==> src/rtl/multicycle_ctrl_pkg.sv <==
// Shared constants and state type for the multi-cycle datapath sequencer.
// Holds the opcode map, ALU encodings and the controller state enum.
package ctrl_pkg;

    localparam logic [5:0] OP_ADD = 6'b000000;
    localparam logic [5:0] OP_SUB = 6'b000001;
    localparam logic [5:0] OP_LW  = 6'b100011;
    localparam logic [5:0] OP_SW  = 6'b101011;

    localparam logic [1:0] ALU_ADD = 2'b00;
    localparam logic [1:0] ALU_SUB = 2'b01;

    typedef enum logic [2:0] {
        ST_IDLE   = 3'd0,
        ST_FETCH  = 3'd1,
        ST_DECODE = 3'd2,
        ST_EXEC   = 3'd3,
        ST_MEM    = 3'd4,
        ST_WB     = 3'd5,
        ST_HALT   = 3'd6
    } ctrl_state_t;

    function automatic logic op_is_mem(input logic [5:0] op);
        return (op == OP_LW) || (op == OP_SW);
    endfunction

    function automatic logic op_is_legal(input logic [5:0] op);
        return (op == OP_ADD) || (op == OP_SUB) || op_is_mem(op);
    endfunction

endpackage

==> src/rtl/multicycle_ctrl_if.sv <==
// Instruction/data memory handshake bundle between the sequencer and memories.
// The controller is the master: it raises requests and receives acks.
interface multicycle_ctrl_if;

    logic imem_req;
    logic imem_ack;
    logic ir_load;
    logic mem_read;
    logic mem_write;
    logic dmem_ack;

    modport master (
        output imem_req,
        output ir_load,
        output mem_read,
        output mem_write,
        input  imem_ack,
        input  dmem_ack
    );

    modport slave (
        input  imem_req,
        input  ir_load,
        input  mem_read,
        input  mem_write,
        output imem_ack,
        output dmem_ack
    );

endinterface

==> src/rtl/multicycle_ctrl_ack_wait_timer.sv <==
// Counts cycles a memory request has waited without ack; shared by FETCH and MEM.
// expired fires combinationally in the wait cycle where the count reaches the limit.
module ack_wait_timer #(
    parameter int unsigned TIMEOUT_CYCLES = 16
) (
    input  logic clk,
    input  logic rst,
    input  logic clear,
    input  logic tick,
    output logic expired
);

    localparam int unsigned W = $clog2(TIMEOUT_CYCLES + 1);

    logic [W-1:0] count;

    always_ff @(posedge clk) begin
        if (rst || clear) begin
            count <= '0;
        end else if (tick && !expired) begin
            count <= count + W'(1);
        end
    end

    // An ack in the limit cycle drops tick, so a late ack still wins.
    assign expired = tick && (count == W'(TIMEOUT_CYCLES - 1));

endmodule

==> src/rtl/multicycle_ctrl.sv <==
// Multi-cycle sequencer: steps each instruction through fetch, decode, execute,
// memory and writeback, and owns every datapath write enable.
module multicycle_ctrl
    import ctrl_pkg::*;
#(
    parameter int unsigned TIMEOUT_CYCLES = 16,
    parameter int unsigned CNT_W          = 16
) (
    input  logic                 clk,
    input  logic                 rst,
    input  logic                 en,
    input  logic [5:0]           opcode,
    multicycle_ctrl_if.master    bus,
    output logic                 pc_inc,
    output logic [1:0]           alu_op,
    output logic                 reg_write,
    output logic                 instr_done,
    output logic                 illegal_op,
    output logic                 timeout_err,
    output logic [CNT_W-1:0]     retired
);

    ctrl_state_t state;
    ctrl_state_t state_next;
    logic [5:0]  op_q;
    logic        wait_clear;
    logic        wait_tick;
    logic        wait_expired;

    assign wait_clear = !((state == ST_FETCH) || (state == ST_MEM));
    assign wait_tick  = ((state == ST_FETCH) && !bus.imem_ack) ||
                        ((state == ST_MEM)   && !bus.dmem_ack);

    ack_wait_timer #(
        .TIMEOUT_CYCLES(TIMEOUT_CYCLES)
    ) u_timer (
        .clk     (clk),
        .rst     (rst),
        .clear   (wait_clear),
        .tick    (wait_tick),
        .expired (wait_expired)
    );

    always_comb begin
        state_next = state;
        case (state)
            ST_IDLE:   if (en) state_next = ST_FETCH;
            ST_FETCH: begin
                if (bus.imem_ack)       state_next = ST_DECODE;
                else if (wait_expired)  state_next = ST_HALT;
            end
            ST_DECODE: state_next = op_is_legal(opcode) ? ST_EXEC : ST_HALT;
            ST_EXEC:   state_next = op_is_mem(op_q) ? ST_MEM : ST_WB;
            ST_MEM: begin
                if (bus.dmem_ack)       state_next = ST_WB;
                else if (wait_expired)  state_next = ST_HALT;
            end
            ST_WB:     state_next = en ? ST_FETCH : ST_IDLE;
            ST_HALT:   state_next = ST_HALT;
            default:   state_next = ST_IDLE;
        endcase
    end

    always_ff @(posedge clk) begin
        if (rst) begin
            state       <= ST_IDLE;
            op_q        <= '0;
            retired     <= '0;
            illegal_op  <= 1'b0;
            timeout_err <= 1'b0;
        end else begin
            state <= state_next;
            if (state == ST_DECODE) begin
                op_q <= opcode;
                if (!op_is_legal(opcode)) illegal_op <= 1'b1;
            end
            if (wait_expired) timeout_err <= 1'b1;
            if (state == ST_WB) retired <= retired + CNT_W'(1);
        end
    end

    // Strobes decode from state and the latched opcode; only one phase is live at a time.
    assign bus.imem_req  = (state == ST_FETCH);
    assign bus.ir_load   = (state == ST_FETCH) && bus.imem_ack;
    assign bus.mem_read  = (state == ST_MEM) && (op_q == OP_LW);
    assign bus.mem_write = (state == ST_MEM) && (op_q == OP_SW);
    assign alu_op        = ((state == ST_EXEC) && (op_q == OP_SUB)) ? ALU_SUB : ALU_ADD;
    assign pc_inc        = (state == ST_WB);
    assign instr_done    = (state == ST_WB);
    assign reg_write     = (state == ST_WB) && (op_q != OP_SW);

endmodule

==> src/flat_wrapper.sv <==
// flat-port wrapper written by rule: the top's interface ports become plain ports
module multicycle_ctrl_flat import ctrl_pkg::*;
#(
    parameter int unsigned TIMEOUT_CYCLES = 16,
    parameter int unsigned CNT_W          = 16
)
  (clk, rst, en, opcode, pc_inc, alu_op, reg_write, instr_done, illegal_op, timeout_err, retired, bus_imem_req, bus_ir_load, bus_mem_read, bus_mem_write, bus_imem_ack, bus_dmem_ack);
  multicycle_ctrl_if bus_i ();
  input  logic clk;
  input  logic rst;
  input  logic en;
  input  logic [5:0] opcode;
  output logic pc_inc;
  output logic [1:0] alu_op;
  output logic reg_write;
  output logic instr_done;
  output logic illegal_op;
  output logic timeout_err;
  output logic [CNT_W-1:0] retired;
  output wire logic [$bits(bus_i.imem_req)-1:0] bus_imem_req;
  output wire logic [$bits(bus_i.ir_load)-1:0] bus_ir_load;
  output wire logic [$bits(bus_i.mem_read)-1:0] bus_mem_read;
  output wire logic [$bits(bus_i.mem_write)-1:0] bus_mem_write;
  input wire logic [$bits(bus_i.imem_ack)-1:0] bus_imem_ack;
  input wire logic [$bits(bus_i.dmem_ack)-1:0] bus_dmem_ack;
  assign bus_imem_req = bus_i.imem_req;
  assign bus_ir_load = bus_i.ir_load;
  assign bus_mem_read = bus_i.mem_read;
  assign bus_mem_write = bus_i.mem_write;
  assign bus_i.imem_ack = bus_imem_ack;
  assign bus_i.dmem_ack = bus_dmem_ack;
  multicycle_ctrl #(.TIMEOUT_CYCLES(TIMEOUT_CYCLES), .CNT_W(CNT_W)) u_core (.clk(clk), .rst(rst), .en(en), .opcode(opcode), .bus(bus_i), .pc_inc(pc_inc), .alu_op(alu_op), .reg_write(reg_write), .instr_done(instr_done), .illegal_op(illegal_op), .timeout_err(timeout_err), .retired(retired));
endmodule
==> config.mk <==
export PLATFORM = sky130hd
export DESIGN_NAME = multicycle_ctrl_flat
export DESIGN_NICKNAME = d
export VERILOG_FILES = /design/src/rtl/multicycle_ctrl_pkg.sv /design/src/rtl/multicycle_ctrl_if.sv /design/src/rtl/multicycle_ctrl_ack_wait_timer.sv /design/src/rtl/multicycle_ctrl.sv /design/src/flat_wrapper.sv
export SDC_FILE = /design/constraint.sdc
export NUM_CORES = 1
export LEC_CHECK = 0
export CAP_MARGIN = 0
export CORE_AREA = 2 2 71 73
export CTS_BUF_LIST = sky130_fd_sc_hd__clkbuf_4
export DETAILED_ROUTE_END_ITERATION = 10
export DIE_AREA = 0 0 73 75
export DONT_BUFFER_PORTS = 1
export PLACE_DENSITY = 0.55
export RECOVER_POWER = 100
export SYNTH_ARGS = -nofsm -noshare
export SYNTH_HDL_FRONTEND = slang
export SYNTH_SLANG_ARGS = --single-unit
==> constraint.sdc <==
create_clock -name clk -period 3.1 [get_ports clk]
set_clock_uncertainty 0.2 [all_clocks]
set_input_delay 0.465 -clock clk [delete_from_list [all_inputs] [get_ports clk]]
set_output_delay 0.465 -clock clk [all_outputs]
set_load 0.01 [all_outputs]
==> impl_metrics.tcl <==
set metrics [dict create \
    cts_made_buffers 5 \
    htree_num_levels 2 \
    ys_ff_latch 32 \
    finalPower_mw 0.802 \
    max_stage_delay_ns 0.58 \
    async_flop_share 0 \
    area_growth_pct 5.75 \
    drive_gt1_frac 0.0753 \
    required_ns 2.43 \
    netlist_area_um2 1610 \
    hold_viol 0 \
    ant_nets 0 \
    arrival_ns 1.93 \
    regArea_um2 641 \
    finalNetCount 199 \
    place_inst 231 \
    gp_congestion 0.777 \
    cts_root_buf "clkbuf_4" \
    num_vias 1250 \
    timing.rr.end "u_core.retired[15]" \
    period_needed_ns 2.60 \
    power_density_nw_per_um2 471 \
    multi_input_area_um2 862 \
    slowest_stage "clkbuf_1" \
    criticalPathCategory "reg2out" \
    synth_nets 200 \
    cp_cell_sequence "clkbuf_1, and3b_1, and2_0" \
    clockBufferDepth 2 \
    path_clk_slew_ns 0.10 \
    hold-path-endpoint "u_core.op_q[2]" \
    p_switching_mw 0.185 \
    overflow 0 \
    cp-end-kind "output port" \
    dp_hpwl_mm 2.37 \
    p_leak_nw 0.584 \
    fillers 497 \
    fmax_mhz 385 \
    rr_worst_depth 4 \
    synth.distinct_cells 42 \
    grt_pass1_vias 1146 \
    finalSetupTns_ns 0 \
    synthCells 186 \
    fin_cells 240 \
    dr.first_iter.drc_count 37 \
    slew_viol_final 0 \
    pwr-share-seq 0.531 \
    grt_start_max_net_pins 22 \
    hp-start "opcode[2]" \
    cts_setup_buffers 0 \
    critPathLaunchType "flop" \
    diodes 0 \
    grt_pass1_wl_mm 5.31 \
    die_area_um2 5480 \
    relSlewSlack 0.471 \
    ys_seq_area_frac 0.398 \
    synth-main-ff-cell "dfxtp_1" \
    hp-class "in2reg" \
    synth_edf_count 0 \
    fp-row-count 25 \
    die_y_um 75 \
    ys_warn_count 0 \
    dr.pass1.iters 4 \
    die-width_um 73 \
    outcome "finished clean" \
    hold_path_depth 2 \
    ios 38 \
    swShare 0.230 \
    worst_pin_slew_ns 0.789 \
    track_usage 0.126 \
    clock_power_share 0.402 \
    io_buffers 0 \
    wirelength_mm 3.21 \
    antenna_found_initial 0 \
    reg2reg_from "u_core.state[0]" \
    max_cap_viol_count 0 \
    worstPathMaxFanout 20 \
    p_int_mw 0.617 \
    floorplan.initialDensity 0.345 \
    cts_tree "done" \
    pwr-share-comb 0.067 \
    core_area_um2 4660 \
    clock_sinks 32 \
    fin_crit_sh 0.838 \
    vias_per_cell 5.21 \
    clock_latency_ns 0.33 \
    setup_viol 0 \
    syn_area_per_cell_um2 8.65 \
    rrSetupSlack_ns 0.60 \
    vdd_ir_drop_max_mv 0.235 \
    grt_setup_unrepaired "no" \
    drc 0 \
    detail_route.wl_per_cell_um 13.4 \
]
[logic make-up (layout without fill, tap and decap cells)]
kind of cell | after synthesis | after routing | share of synthesized area
AOI/OAI and AO/OA | 24 | 24 | 0.105
muxes | 13 | 13 | 0.0840
adders and majority gates | 3 | 3 | 0.0233
DFF | 32 | 32 | 0.398
buffers and inverters | 20 | 20 | 0.0521
xor gates and xnor gates | 10 | 10 | 0.0544
other | 1 | 1 | 0.00233
and+or+nand+nor | 83 | 83 | 0.281
[final cells by class]
cell class | count | area share
timing repair buffer | 3 | 0.0103
clock inverter | 2 | 0.0206
multi-input combinational | 134 | 0.507
sequential | 32 | 0.376
inverter | 9 | 0.0199
tap | 54 | 0.0397
clock buffer | 6 | 0.0265
[power groups by stage]
stage / logic (mW) / registers, mW / clock network (mW)
floorplan: 0.0543 / 0.430 / 0
global placement: 0.0532 / 0.435 / 0
detailed placement: 0.0530 / 0.435 / 0
CTS: 0.0583 / 0.426 / 0.337
global route: 0.0610 / 0.428 / 0.353
finish: 0.0536 / 0.426 / 0.323
[through the flow]
stage	area, um^2	util	hold slack (ns)	setup slack (ns)
floorplan	1610	-	0.252	1.03
global placement	1640	0.352	0.277	0.701
detailed placement	1640	0.352	0.277	0.641
CTS	1730	0.372	0.0606	0.641
global route	1700	0.365	0.0530	0.327
finish	1700	0.365	0.0765	0.503
[layer usage]
layer,part of all wire,vias to the layer above,wire length [um],global-route usage
met5,0,-,0,0
li1,-,654,-,-
met2,0.44,28,1430,0.191
met4,0.011,0,36,0.0432
met3,0.070,7,226,0.0629
met1,0.47,561,1520,0.156
[critical path: cells and delay by family, from the launching register on]
family | cells | cell delay (ns)
buffers and inverters | 1 | 0.58
AND/OR/NAND/NOR | 2 | 0.67
flip-flops | 1 | 0.34
[cell usage in the layout (no fill, tap or decap), types with 2 or more instances in the layout]
master	count
inv_1	9
nand4b_1	3
a211oi_1	5
nor3_1	6
mux2i_1	9
nand3_1	6
and3_1	5
nor3b_1	3
clkbuf_4	6
ha_1	3
dfxtp_1	32
xor2_1	4
or4_1	2
mux2_2	4
or3b_2	2
xnor2_1	6
nor2_1	28
clkbuf_1	2
a211o_1	2
nor2b_1	4
nand2b_1	2
a21oi_1	7
nand2_1	9
nor4_1	3
nor4b_1	2
o21ai_0	5
or3_1	4
[what timing repair did]
| action | CTS | global route |
|---|---|---|
| resized for setup | 0 | 0 |
| endpoints found under the hold margin | 21 | 0 |
| hold buffers | 1 | 0 |
[state kept, by name, summed over array words and instances (netlist names)]
name and cells:
u_core.retired 16, u_core.timeout_err 1, u_core.op_q 6, u_core.state 3, u_core.u_timer.count 5, u_core.illegal_op 1
[cell usage after synthesis, types with 5 or more instances]
master	instances	area, um^2
dfxtp_1	32	641
nor2_1	28	105
inv_1	9	33.8
mux2i_1	9	90.1
nand2_1	9	33.8
a21oi_1	7	35.0
clkbuf_1	6	22.5
nand3_1	6	30.0
nor3_1	6	30.0
xnor2_1	6	52.6
and3_1	5	31.3
o21ai_0	5	25.0
[worst max-delay path by stage]
stage | start | to | depth (start not counted)
2_1_floorplan | u_core.state[1] | alu_op[0] | 5
5_1_grt | u_core.state[0] | u_core.retired[15] | 4
3_5_place_dp | u_core.state[0] | u_core.retired[15] | 4
4_1_cts | u_core.state[0] | u_core.retired[15] | 4
3_3_place_gp | u_core.state[0] | u_core.retired[15] | 4
6_report | u_core.state[1] | reg_write | 3
Power figures use the tool's default switching activity.
